**config.mk**
```make
export PLATFORM = sky130hd
export DESIGN_NAME = write_buffer
export DESIGN_NICKNAME = d
export VERILOG_FILES = /design/src/rtl/write_buffer_pkg.sv /design/src/rtl/write_buffer_fifo.sv /design/src/rtl/write_buffer.sv
export SDC_FILE = /design/constraint.sdc
export NUM_CORES = 1
export LEC_CHECK = 0
export ABC_AREA = 1
export CORE_MARGIN = 4
export CORE_UTILIZATION = 58
export DETAILED_ROUTE_END_ITERATION = 6
export GPL_TIMING_DRIVEN = 0
export PLACE_DENSITY_LB_ADDON = 0.08
export SLEW_MARGIN = 40
export SYNTH_ARGS = -nofsm -noshare
export SYNTH_HDL_FRONTEND = slang
export SYNTH_SLANG_ARGS = --single-unit
```
**constraint.sdc**
```tcl
create_clock -name clk -period 10.4 [get_ports clk]
set_input_delay 2.08 -clock clk [delete_from_list [all_inputs] [get_ports clk]]
set_output_delay 2.08 -clock clk [all_outputs]
set_load 0.05 [all_outputs]
```
**src/rtl/write_buffer_pkg.sv**
```systemverilog
// Shared types for the posted-write buffer between the cache controller and ram.
// Entry fields are sized for the widest supported bus; the top narrows them back to its own widths.
package write_buffer_pkg;

   localparam int WB_ADDR_MAX = 32;
   localparam int WB_DATA_MAX = 64;

   typedef enum logic [2:0] {
      IDLE,
      WR_REQ,
      WR_WAIT,
      RD_REQ,
      RD_WAIT
   } wb_state_t;

   typedef struct packed {
      logic [WB_ADDR_MAX-1:0] addr;
      logic [3:0]             be;
      logic [WB_DATA_MAX-1:0] wdata;
   } wb_entry_t;

endpackage

```
**src/rtl/write_buffer_fifo.sv**
```systemverilog
// Circular store of pending write entries; head is the oldest entry, readable without latency.
module wb_fifo
   import write_buffer_pkg::*;
#(
   parameter int DEPTH = 4
) (
   input  logic                   clk,
   input  logic                   rst,
   input  logic                   push,
   input  wb_entry_t              push_entry,
   input  logic                   pop,
   output logic                   full,
   output logic                   empty,
   output logic [$clog2(DEPTH):0] count,
   output wb_entry_t              head
);

   localparam int PW    = $clog2(DEPTH);
   localparam int CNT_W = PW + 1;

   wb_entry_t         mem_reg [DEPTH];
   logic [PW-1:0]     wr_ptr_reg;
   logic [PW-1:0]     rd_ptr_reg;
   logic [CNT_W-1:0]  count_reg;
   logic              do_push;
   logic              do_pop;

   // A full buffer refuses a push even when a pop lands on the same edge.
   assign do_push = push & ~full;
   assign do_pop  = pop & ~empty;

   always_ff @(posedge clk) begin
      if (do_push) begin
         mem_reg[wr_ptr_reg] <= push_entry;
      end
   end

   // DEPTH is a power of two, so the pointers wrap naturally.
   always_ff @(posedge clk or posedge rst) begin
      if (rst) begin
         wr_ptr_reg <= '0;
         rd_ptr_reg <= '0;
         count_reg  <= '0;
      end else begin
         if (do_push) wr_ptr_reg <= wr_ptr_reg + 1'b1;
         if (do_pop)  rd_ptr_reg <= rd_ptr_reg + 1'b1;
         case ({do_push, do_pop})
            2'b10:   count_reg <= count_reg + 1'b1;
            2'b01:   count_reg <= count_reg - 1'b1;
            default: count_reg <= count_reg;
         endcase
      end
   end

   assign full  = (count_reg == CNT_W'(DEPTH));
   assign empty = (count_reg == '0);
   assign count = count_reg;
   assign head  = mem_reg[rd_ptr_reg];

endmodule

```
**src/rtl/write_buffer.sv**
```systemverilog
// Posted-write buffer: writes are acknowledged at once and drained to ram in order;
// reads wait until every buffered write has landed, then go straight through.
module write_buffer
   import write_buffer_pkg::*;
#(
   parameter int ADDR_WIDTH = 22,
   parameter int DATA_WIDTH = 32,
   parameter int DEPTH      = 4
) (
   input  logic                  clk,
   input  logic                  reset,
   input  logic                  ctrl_req,
   input  logic                  ctrl_we,
   input  logic [ADDR_WIDTH-1:0] ctrl_addr,
   input  logic [3:0]            ctrl_be,
   input  logic [DATA_WIDTH-1:0] ctrl_wdata,
   output logic                  ctrl_gnt,
   output logic                  ctrl_rvalid,
   output logic [DATA_WIDTH-1:0] ctrl_rdata,
   output logic                  mem_req,
   output logic                  mem_we,
   output logic [ADDR_WIDTH-1:0] mem_addr,
   output logic [3:0]            mem_be,
   output logic [DATA_WIDTH-1:0] mem_wdata,
   input  logic                  mem_gnt,
   input  logic                  mem_rvalid,
   input  logic [DATA_WIDTH-1:0] mem_rdata,
   output logic                  wb_empty
);

   localparam int CNT_W = $clog2(DEPTH) + 1;

   wb_state_t             state_reg, state_next;
   logic                  write_gnt, read_gnt, rd_busy, pop, rd_done;
   logic                  fifo_full, fifo_empty;
   logic [CNT_W-1:0]      fifo_count;
   wb_entry_t             push_entry, head;
   logic [ADDR_WIDTH-1:0] rd_addr_reg;
   logic [3:0]            rd_be_reg;
   logic                  ack_reg;
   logic [DATA_WIDTH-1:0] rdata_reg;

   assign rd_busy   = (state_reg == RD_REQ) || (state_reg == RD_WAIT);
   assign write_gnt = ~reset & ctrl_req & ctrl_we & ~fifo_full & ~rd_busy;
   assign read_gnt  = ~reset & ctrl_req & ~ctrl_we & fifo_empty & (state_reg == IDLE);
   assign ctrl_gnt  = write_gnt | read_gnt;
   assign pop       = (state_reg == WR_WAIT) & mem_rvalid;
   assign rd_done   = (state_reg == RD_WAIT) & mem_rvalid;

   assign push_entry = '{addr:  WB_ADDR_MAX'(ctrl_addr),
                         be:    ctrl_be,
                         wdata: WB_DATA_MAX'(ctrl_wdata)};

   wb_fifo #(.DEPTH(DEPTH)) u_fifo (
      .clk        (clk),
      .rst        (reset),
      .push       (write_gnt),
      .push_entry (push_entry),
      .pop        (pop),
      .full       (fifo_full),
      .empty      (fifo_empty),
      .count      (fifo_count),
      .head       (head)
   );

   // ctrl_rvalid serves both the posted-write ack and read data; the two can never coincide.
   always_ff @(posedge clk or posedge reset) begin
      if (reset) begin
         state_reg   <= IDLE;
         ack_reg     <= 1'b0;
         rdata_reg   <= '0;
         rd_addr_reg <= '0;
         rd_be_reg   <= '0;
      end else begin
         state_reg <= state_next;
         ack_reg   <= write_gnt | rd_done;
         if (rd_done) rdata_reg <= mem_rdata;
         if (read_gnt) begin
            rd_addr_reg <= ctrl_addr;
            rd_be_reg   <= ctrl_be;
         end
      end
   end

   always_comb begin
      state_next = state_reg;
      mem_req    = 1'b0;
      mem_we     = 1'b0;
      mem_addr   = '0;
      mem_be     = '0;
      mem_wdata  = '0;
      case (state_reg)
         IDLE: begin
            if (!fifo_empty)   state_next = WR_REQ;
            else if (read_gnt) state_next = RD_REQ;
         end
         WR_REQ: begin
            mem_req   = 1'b1;
            mem_we    = 1'b1;
            mem_addr  = ADDR_WIDTH'(head.addr);
            mem_be    = head.be;
            mem_wdata = DATA_WIDTH'(head.wdata);
            if (mem_gnt) state_next = WR_WAIT;
         end
         WR_WAIT: begin
            // A push landing with the pop keeps the drain going without an IDLE bubble.
            if (mem_rvalid) begin
               state_next = (fifo_count > CNT_W'(1) || write_gnt) ? WR_REQ : IDLE;
            end
         end
         RD_REQ: begin
            mem_req  = 1'b1;
            mem_addr = rd_addr_reg;
            mem_be   = rd_be_reg;
            if (mem_gnt) state_next = RD_WAIT;
         end
         RD_WAIT: begin
            if (mem_rvalid) state_next = IDLE;
         end
         default: state_next = IDLE;
      endcase
   end

   assign ctrl_rvalid = ack_reg;
   assign ctrl_rdata  = rdata_reg;
   assign wb_empty    = fifo_empty & (state_reg == IDLE);

endmodule
```
==> key figures <==
Hold path
  • Hold Crit Endpoint: ctrl_rdata[29]
  • Min-Delay Path Depth: 2
  • Launch instance of the worst min-delay path: ctrl_rdata[29]
  • Worst hold-check path type: reg2reg

Placed design
  • Placer's final routability congestion estimate: 0.792
  • Final HPWL from detailed placement: between 15,000 and 20,000 um
  • Placed inst area: 14,800 um2
  • Number of buffers inserted by port buffering: 190
  • Placed Cells incl. Taps: about 1,500

Yosys
  • Dominant cell type by area after synthesis: sky130_fd_sc_hd__edfxtp_1
  • Dominant cells by area after synthesis: sky130_fd_sc_hd__edfxtp_1, sky130_fd_sc_hd__dfrtp_1, sky130_fd_sc_hd__nand2_1, sky130_fd_sc_hd__nor2_1, sky130_fd_sc_hd__o21ai_0
  • Number of flip-flops and latches in the synthesized netlist: approximately 300
  • Share of Yosys cell area claimed by the top area cell type: 57.3%
  • Average cell area after synthesis: about 12 um2
  • Net count after synthesis: around 1,200
  • Share of the yosys chip area belonging to registers: between 70% and 80%
  • Count of unique library cells instantiated by Yosys: 28
  • Cell count after synthesis: approximately 1,100
  • Netlist area before placement: about 12,000 um2
  • Yosys warning count: 0

CTS
  • Number of H-tree branching levels: 1
  • Clock latency on the worst-skew pair: 0.54 ns
  • Number of buffers inserted by post-CTS setup repair: 0
  • CTS tree: yes
  • CTS sink cnt: 301
  • Hold Buf Count CTS: 0
  • Cts bufs inserted: 30
  • Clock-pin slew on the worst setup and hold paths: 0.06 ns
  • Resized Gates After CTS: 0
  • Root cell of the clock tree: sky130_fd_sc_hd__clkbuf_16
  • Clk buf depth: 3

Timing
  • Worst-Margin Slew: approximately 0.67 ns
  • Achievable frequency: 0.145 GHz
  • Final setup violation count: 0
  • Final number of hold-violating endpoints: 0
  • Period minus WS final: between 6 and 7 ns
  • Setup TNS after final layout: 0 ns
  • Fin Clk Skew: about 0.012 ns
  • Final cycle utilization of the critical path: 66.5%
  • Normalized max-slew margin: 55.6%
  • Pins over their slew limit: 0
  • RSZ-0062 raised after global routing: no

GRT
  • Vias in the first global route: between 8,000 and 9,000
  • Antenna violations before repair: 1
  • Total overflow reported by the global router: 0
  • Total routing resource utilization after global routing: 24.4%
  • Wire length of the first global-routing pass: ~45,000 um
  • Maximum number of pins on one net before global-route repair: 44

Power and ir drop
  • Static leakage power: between 0.006 and 0.007 uW
  • Peak VDD IR: around 240 uV
  • Power density over the cells: between 300 and 400 nW/um2

Drt
  • Total iterations of the first detailed-routing run: 5
  • DRT iter0 DRCs: ~650
  • Number of design rule violations left after detail routing: 0
  • Wirelength per Cell: ~18 um
  • Final WL: about 29,000 um
  • Ratio of routed vias to standard cells: about 5.4
  • Via count: 8,525
  • Antenna-violating nets left: 0

Die
  • Ports placed on the boundary: roughly 190
  • CORE AREA: ~20,000 um2
  • Overall die width: between 150 and 200 um
  • Die extent in y: 153 um
  • Starting density of the core: about three fifths
  • Number of rows in the core area: between 50 and 60
  • Die Outline Area: between 20,000 and 25,000 um2

Final layout
  • Total Nets Final: ~1,400
  • Fraction of layout instances using a drive strength above 1: 10.4%
  • Filler instances: about 1,300
  • Count of antenna diodes in the layout: 0
  • Cell area after layout: between 15,000 and 20,000 um2
  • Flip-flop count of the largest register after layout: 232
  • Count of non-filler cells in the finished layout: between 1,500 and 2,000
  • Area growth from synthesis to layout: 29.1%

Setup path
  • Crit Path Class: in2out
  • Depth of the worst register-to-register path: 10
  • Largest fanout of any net on the critical path: 43
  • Kind of end point of the critical path: output pin
  • Critical register-to-register path startpoint: u_fifo.count[0]
  • Reg-to-reg endpoint: u_fifo.mem_reg[1][51]
  • Arrival time of data at the critical path endpoint: between 4 and 5 ns
  • Data required, critical path: roughly 8.3 ns
  • Crit start category: primary input
  • Internal reg-to-reg setup slack: just under 8 ns

Run
  • Number of maximum-capacitance constraint violations: 0

Run status
  • Status: completed
[logic make-up after synthesis]
family / synth area share (%)
AOI/OAI and AO/OA: 7.20
adders and majority gates: 0.926
xor gates and xnor gates: 0.360
and+or+nand+nor: 16.0
buffers and inverters: 3.98
DFF: 71.5
[power by group]
group	internal (uW)	total (uW)	switching, uW
clock	596	1020	423
combinational	694	2270	1580
sequential	1480	1550	73.5
[cell usage after synthesis]
| cell type | n |
|---|---|
| sky130_fd_sc_hd__ha_1 | 9 |
| sky130_fd_sc_hd__nand3_1 | 79 |
| sky130_fd_sc_hd__inv_2 | 3 |
| sky130_fd_sc_hd__nor2_2 | 6 |
| sky130_fd_sc_hd__nand3_2 | 2 |
| sky130_fd_sc_hd__o21ai_0 | 84 |
| sky130_fd_sc_hd__dfrtp_1 | 69 |
| sky130_fd_sc_hd__nor2_1 | 164 |
| sky130_fd_sc_hd__inv_4 | 1 |
| sky130_fd_sc_hd__buf_4 | 3 |
| sky130_fd_sc_hd__a21oi_2 | 26 |
| sky130_fd_sc_hd__xnor2_1 | 2 |
| sky130_fd_sc_hd__o21bai_1 | 1 |
| sky130_fd_sc_hd__a21oi_1 | 34 |
| sky130_fd_sc_hd__o21ai_1 | 10 |
| sky130_fd_sc_hd__xor2_1 | 3 |
| sky130_fd_sc_hd__buf_6 | 5 |
| sky130_fd_sc_hd__nand2_1 | 220 |
| sky130_fd_sc_hd__or2_2 | 1 |
| sky130_fd_sc_hd__edfxtp_1 | 232 |
| sky130_fd_sc_hd__nand2_2 | 1 |
| sky130_fd_sc_hd__nor2_4 | 2 |
| sky130_fd_sc_hd__buf_2 | 28 |
| sky130_fd_sc_hd__buf_1 | 2 |
| sky130_fd_sc_hd__nand2_4 | 1 |
| sky130_fd_sc_hd__clkbuf_1 | 20 |
| sky130_fd_sc_hd__nand4_1 | 1 |
| sky130_fd_sc_hd__inv_1 | 44 |
[stage by stage]
step	worst slack (ns)	power, uW	hold slack, ns	utilization, %
after global routing	3.32	5080	0.483	76.8
after floorplan	4.08	3050	0.477	-
after detailed placement	3.47	3850	0.457	72.2
final	3.49	4840	0.469	76.8
after global placement	1.09	3790	0.453	70.5
after CTS	3.45	4870	0.472	76.8
[worst max-delay path, stage by stage]
cell and delay (ns):
sky130_fd_sc_hd__clkdlybuf4s50_1 0.46, sky130_fd_sc_hd__inv_6 0.29, sky130_fd_sc_hd__buf_16 0.27, sky130_fd_sc_hd__nand2_1 0.10, sky130_fd_sc_hd__or2_2 0.31, sky130_fd_sc_hd__inv_1 0.10
sky130_fd_sc_hd__nand2_4 0.12, sky130_fd_sc_hd__buf_6 0.20, sky130_fd_sc_hd__nand2_1 0.07, sky130_fd_sc_hd__clkdlybuf4s50_1 0.81
[layout by cell type, fill, tap and decap left out, types with 3 or more instances in the layout]
cell	n
sky130_fd_sc_hd__edfxtp_1	232
sky130_fd_sc_hd__nand2_1	220
sky130_fd_sc_hd__clkdlybuf4s50_1	190
sky130_fd_sc_hd__nor2_1	160
sky130_fd_sc_hd__o21ai_0	84
sky130_fd_sc_hd__nand3_1	79
sky130_fd_sc_hd__dfrtp_1	69
sky130_fd_sc_hd__inv_1	44
sky130_fd_sc_hd__clkbuf_1	37
sky130_fd_sc_hd__a21oi_1	34
sky130_fd_sc_hd__clkbuf_16	33
sky130_fd_sc_hd__buf_2	28
sky130_fd_sc_hd__a21oi_2	26
sky130_fd_sc_hd__o21ai_1	10
sky130_fd_sc_hd__ha_1	9
sky130_fd_sc_hd__buf_16	8
sky130_fd_sc_hd__buf_8	7
sky130_fd_sc_hd__nor2_4	6
sky130_fd_sc_hd__nor2_2	6
sky130_fd_sc_hd__buf_6	5
sky130_fd_sc_hd__buf_4	3
sky130_fd_sc_hd__xor2_1	3
[metal layers]
layer | vias to the layer above | wire length, um | track usage, %
met5 | - | 11 | 0
met4 | 2 | 432 | 5.43
met3 | 32 | 2880 | 6.56
met2 | 365 | 14100 | 39.9
met1 | 4072 | 11800 | 33.3
li1 | 4054 | - | -
[how the worst max path moves through the flow]
stage / start / endpoint / slack [ns] / cells after the start
after CTS: reset / ctrl_gnt / 3.45 / 10
final: reset / ctrl_gnt / 3.49 / 10
after global routing: reset / ctrl_gnt / 3.32 / 10
after global placement: reset / u_fifo.mem_reg[0][47] / 1.09 / 7
after detailed placement: reset / ctrl_gnt / 3.47 / 10
after floorplan: reset / u_fifo.mem_reg[0][0] / 4.08 / 6
[final cells by class]
cell class / count / area, um2 / share of cell area [%]
Clock buffer: 52 / 917 / 5.84
Tap cell: 270 / 338 / 2.15
Clock inverter: 4 / 25.0 / 0.159
Timing Repair Buffer: 205 / 2230 / 14.2
Inverter: 48 / 188 / 1.20
Buffer: 58 / 302 / 1.92
Multi-Input combinational cell: 646 / 3010 / 19.2
Sequential cell: 301 / 8690 / 55.4
Power figures use the tool's default switching activity.
==> patch 1: new RTL, same flow settings <==
The package constant `WB_ADDR_MAX` goes from 32 to 16.
--- a/src/rtl/write_buffer_pkg.sv
+++ b/src/rtl/write_buffer_pkg.sv
@@ -3,5 +3,5 @@
 package write_buffer_pkg;
 
-   localparam int WB_ADDR_MAX = 32;
+   localparam int WB_ADDR_MAX = 16;
    localparam int WB_DATA_MAX = 64;
 
Behaviour: not the same (Yosys sat finds a counterexample within 4 cycles, from zero or initial values and one cycle with reset high).
==> patch 1 against the unedited design <==
Routed wire length shrank 6.4%. Setup slack improved by 0.074 ns. Cell count shrank 4.0%. Area after synthesis fell by 8.0%. Total power is 8.0% lower. Cell area fell by 6.7%. Fmax grew 1.1%. Core utilization rose by 0.91 points. Sequential cell count fell by 24.
==> patch 1: results (changes against the unedited design) <==
Clk buf depth = 3 (unchanged)
EDFF count, synth = 208 (was 232)
HP Class = reg -> reg (unchanged)
Post-synth cell types = 24 (was 28)
Met2 routed WL = 13800 um (was 14100 um)
Post-Place Worst Slack = 3.52 ns (was 3.47 ns)
Cts bufs inserted = 28 (was 30)
Nonclk inv count = 34 (was 48)
Compound-cell area share of the yosys netlist = 5.02% (was 7.20%)
Number of flip-flops under the largest register name = 208 (was 232)
Adder-Cell Fraction of Synth Area = 1.01% (was 0.926%)
Clock net power = 0.958 mW (was 1.02 mW)
M1 WL = 10500 um (was 11800 um)
Commonest cells post-synth = 250 x nand2_1, 208 x edfxtp_1, 157 x nor2_1 (was 232 x edfxtp_1, 220 x nand2_1, 164 x nor2_1)
Ranking of synthesized cells by area = edfxtp_1 56%, dfrtp_1 15%, nand2_1 8.4% (was edfxtp_1 57%, dfrtp_1 14%, nand2_1 6.8%)
Post-DP Area = 13800 um^2 (was 14800 um^2)
Routed wl met3 = 2600 um (was 2880 um)
Largest net degree at the start of global routing = 54 (was 44)
Share of cells above drive strength 1 = 8.73% (was 10.4%)
Sequential fraction of the synthesis area = 71.3% (was 71.5%)
Final HPWL DP = 18400 um (was 19300 um)
Drt initial violations = 563 (was 652)
Crit Path Max Fanout = 53 (was 43)
Clk_skew = 0.0119 ns (was 0.0120 ns)
Non-clock buffers = 261 (was 263)
Layout fillers = 1226 (was 1340)
# nets final = 1346 (was 1395)
Power Density = 304 nW/um^2 (was 308 nW/um^2)
Met1 usage = 30.9% (was 33.3%)
Clk sinks = 277 (was 301)
Combinational power = 2.05 mW (was 2.27 mW)
# clk buffers = 34 (was 52)
Multi-input combinational area share = 19.4% (was 19.2%)
VDD IR max = 194 uV (was 245 uV)
Met2 Track Usage GR = 44.3% (was 39.9%)
Global-route usage over all layers = 24.9% (was 24.4%)
First-pass GRT wire length = 42400 um (was 45000 um)
XOR/XNOR Fraction of Synth Area = 0.391% (was 0.360%)
Total number of vias = 8087 (was 8525)
Syn Nets = 1111 (was 1158)
Worst-skew pair later-pin latency = 0.52 ns (was 0.54 ns)
Fin cells = 1520 (was 1584)
Avg WL per Cell = 18.0 um (was 18.5 um)
Comb_multi_in = 639 (was 646)
Core Area = 18800 um^2 (was 20400 um^2)
Worst path max stage delay = 0.81 ns (about the same)
Utilization after layout = 77.8% (was 76.8%)
Status = completed (unchanged)
Async set or reset register ratio after synthesis = 24.9% (was 22.9%)
GR Util met3 = 6.26% (was 6.56%)
Non-clk buf share = 17.0% (was 16.1%)
Placer Congestion = 0.790 (was 0.792)
ClkCell Share = 6.08% (was 6.00%)
Internal power = 2.56 mW (was 2.77 mW)
Gate Count Post-Synth = 1006 (was 1053)
Lkg Pwr = 5.81 nW (was 6.04 nW)
patch 1: cell types whose count changed after synthesis, moves of 5 or more:
cell and delta:
a21oi_1 +8, a21oi_2 -26, buf_2 +5, clkbuf_1 -8
edfxtp_1 -24, inv_1 -16, nand2_1 +30, nand3_1 +21
nor2_1 -7, nor2_2 -5, o21ai_0 -24
patch 1: worst paths after layout:
check | startpoint | endpoint | slack [ns] | cells after the start
max in group asynchronous | reset | rd_addr_reg[6] | 8.00 | 3
setup / recovery | reset | ctrl_gnt | 3.56 | 9
hold reg to reg | ctrl_rdata[14] | ctrl_rdata[14] | 0.47 | 2
setup reg to reg | u_fifo.count[0] | u_fifo.mem_reg[2][7] | 7.87 | 10
hold / removal | ctrl_rdata[14] | ctrl_rdata[14] | 0.47 | 2
min in group asynchronous | reset | ctrl_rvalid | 1.86 | 2
patch 1: critical path, delay by kind of cell:
family | cells | cell delay [ns]
simple gates | 3 | 0.41
buf+inv | 6 | 2.24
==> patch 2: new RTL, same settings <==
Without the edit above. Encoding of `wb_state_t`: now Gray code (3 bits for 5 states).
--- a/src/rtl/write_buffer_pkg.sv
+++ b/src/rtl/write_buffer_pkg.sv
@@ -7,9 +7,9 @@
 
    typedef enum logic [2:0] {
-      IDLE,
-      WR_REQ,
-      WR_WAIT,
-      RD_REQ,
-      RD_WAIT
+      IDLE    = 3'b000,
+      WR_REQ  = 3'b001,
+      WR_WAIT = 3'b011,
+      RD_REQ  = 3'b010,
+      RD_WAIT = 3'b110
    } wb_state_t;
 
Function: same outputs for any inputs over 4 cycles, from zero or initial values and one cycle with reset high; so few cycles prove little.
==> patch 2 against the unedited design <==
Area after synthesis is 1.3% higher. Die area is 1.2% higher. Setup slack worse by 0.015 ns. Sequential cell count stayed put. Synthesized cell count is 3.4% higher. Register-to-register slack worse by 0.06 ns. Routed wire length is 0.45% higher. Combinational power is 11% lower. Total power is 2.8% lower. Cell area is 2.2% higher. Count of clock-buffer cells in the layout is 9 lower. Highest routed layer unchanged.
==> patch 2: results (changes against the unedited design) <==
Gate Count Post-Synth = 1089 (was 1053)
# diodes = 0 (unchanged)
Final HPWL DP = 19700 um (was 19300 um)
Placer Congestion = 0.805 (was 0.792)
First-pass GRT wire length = 45200 um (was 45000 um)
Psw = 1.92 mW (was 2.07 mW)
Cts bufs inserted = 30 (unchanged)
VDD IR max = 190 uV (was 245 uV)
R2R Setup Slk = 7.85 ns (was 7.91 ns)
Routed wl met3 = 2940 um (was 2880 um)
Clk_skew = 0.00814 ns (was 0.0120 ns)
Post-CTS Setup Inserts = 0 (unchanged)
Fin cells = 1626 (was 1584)
Worst path max stage delay = 0.83 ns (was 0.81 ns)
Vias in the first global route = 8463 (was 8197)
Global-route usage over all layers = 24.3% (was 24.4%)
DRT Pass-1 Iters = 6 (was 5)
Antenna violations before repair = 2 (was 1)
Commonest cells post-synth = 233 x nand2_1, 232 x edfxtp_1, 141 x nor2_1 (was 232 x edfxtp_1, 220 x nand2_1, 164 x nor2_1)
WP data arrival = 4.85 ns (was 4.83 ns)
Post-Place Worst Slack = 3.48 ns (was 3.47 ns)
Layout fillers = 1381 (was 1340)
Min cycle time layout = 6.93 ns (was 6.91 ns)
R2R Path Start = u_fifo.count[0] (unchanged)
Largest net degree at the start of global routing = 47 (was 44)
Lkg Pwr = 6.31 nW (was 6.04 nW)
Vias per Instance = 5.44 (was 5.38)
Slew headroom = 56.9% (was 55.6%)
Post-DP Area = 14900 um^2 (was 14800 um^2)
Placed Cells = 1570 (was 1528)
Syn Nets = 1194 (was 1158)
Share of cells above drive strength 1 = 11.0% (was 10.4%)
Met2 routed WL = 14200 um (was 14100 um)
Total Wirelength = 29400 um (was 29300 um)
Status = completed (unchanged)
XOR/XNOR Fraction of Synth Area = 0.427% (was 0.360%)
Compound-cell area share of the yosys netlist = 6.48% (was 7.20%)
Ranking of synthesized cells by area = edfxtp_1 57%, dfrtp_1 14%, nand2_1 7.1% (was edfxtp_1 57%, dfrtp_1 14%, nand2_1 6.8%)
Hold Startpoint = rd_be_reg[1] (was ctrl_rdata[29])
M1 WL = 11700 um (was 11800 um)
Fin Hold WS = 0.474 ns (was 0.469 ns)
Adder-Cell Fraction of Synth Area = 0.915% (was 0.926%)
Post-synth cell types = 26 (was 28)
# nets final = 1432 (was 1395)
Sequential fraction of the synthesis area = 70.6% (was 71.5%)
==> patch 2: cell count changes after synthesis, moves of 6 or more <==
cell / delta
nand3_1: +52
a21oi_2: -23
nor2_1: -23
o21ai_2: +23
o21ai_0: -18
nand2_1: +13
inv_1: +9
o21ai_1: +6
==> patch 2: metal layers <==
layer	vias up	global-route usage [%]
li1	4187	-
met1	4205	33.0
met2	405	40.3
met3	51	6.16
met4	4	5.59
met5	-	0
==> patch 2: final timing paths <==
path | endpoint | depth (start not counted)
setup / recovery | ctrl_gnt | 9
hold / removal | rd_be_reg[1] | 2
setup reg to reg | u_fifo.mem_reg[0][8] | 10
hold reg to reg | rd_be_reg[1] | 2
max in group asynchronous | state_reg[0] | 3
min in group asynchronous | ctrl_rdata[23] | 2
==> patch 2: final cells by class <==
| class | instances | area [um^2] | share of cell area (%) |
|---|---|---|---|
| inverters | 60 | 230 | 1.43 |
| well taps | 275 | 344 | 2.14 |
| plain buffers | 61 | 317 | 1.97 |
| multi-input cells | 667 | 3110 | 19.3 |
| repair buffers | 206 | 2250 | 14.0 |
| flip-flops and latches | 301 | 8690 | 54.2 |
| clock buffers | 43 | 890 | 5.54 |
| clock inverters | 13 | 215 | 1.34 |
==> patch 2: power groups by stage <==
stage	registers (mW)	logic, mW	clock network, mW
floorplan	1.70	1.16	0
global placement	1.55	1.96	0
detailed placement	1.55	2.02	0
CTS	1.53	2.03	1.17
global route	1.54	2.16	1.23
finish	1.53	2.02	1.16
==> patch 2: worst max-delay path, delay by kind of cell <==
family | cells | cell delay (ns)
buffers and inverters | 5 | 2.07
AND/OR/NAND/NOR | 4 | 0.66
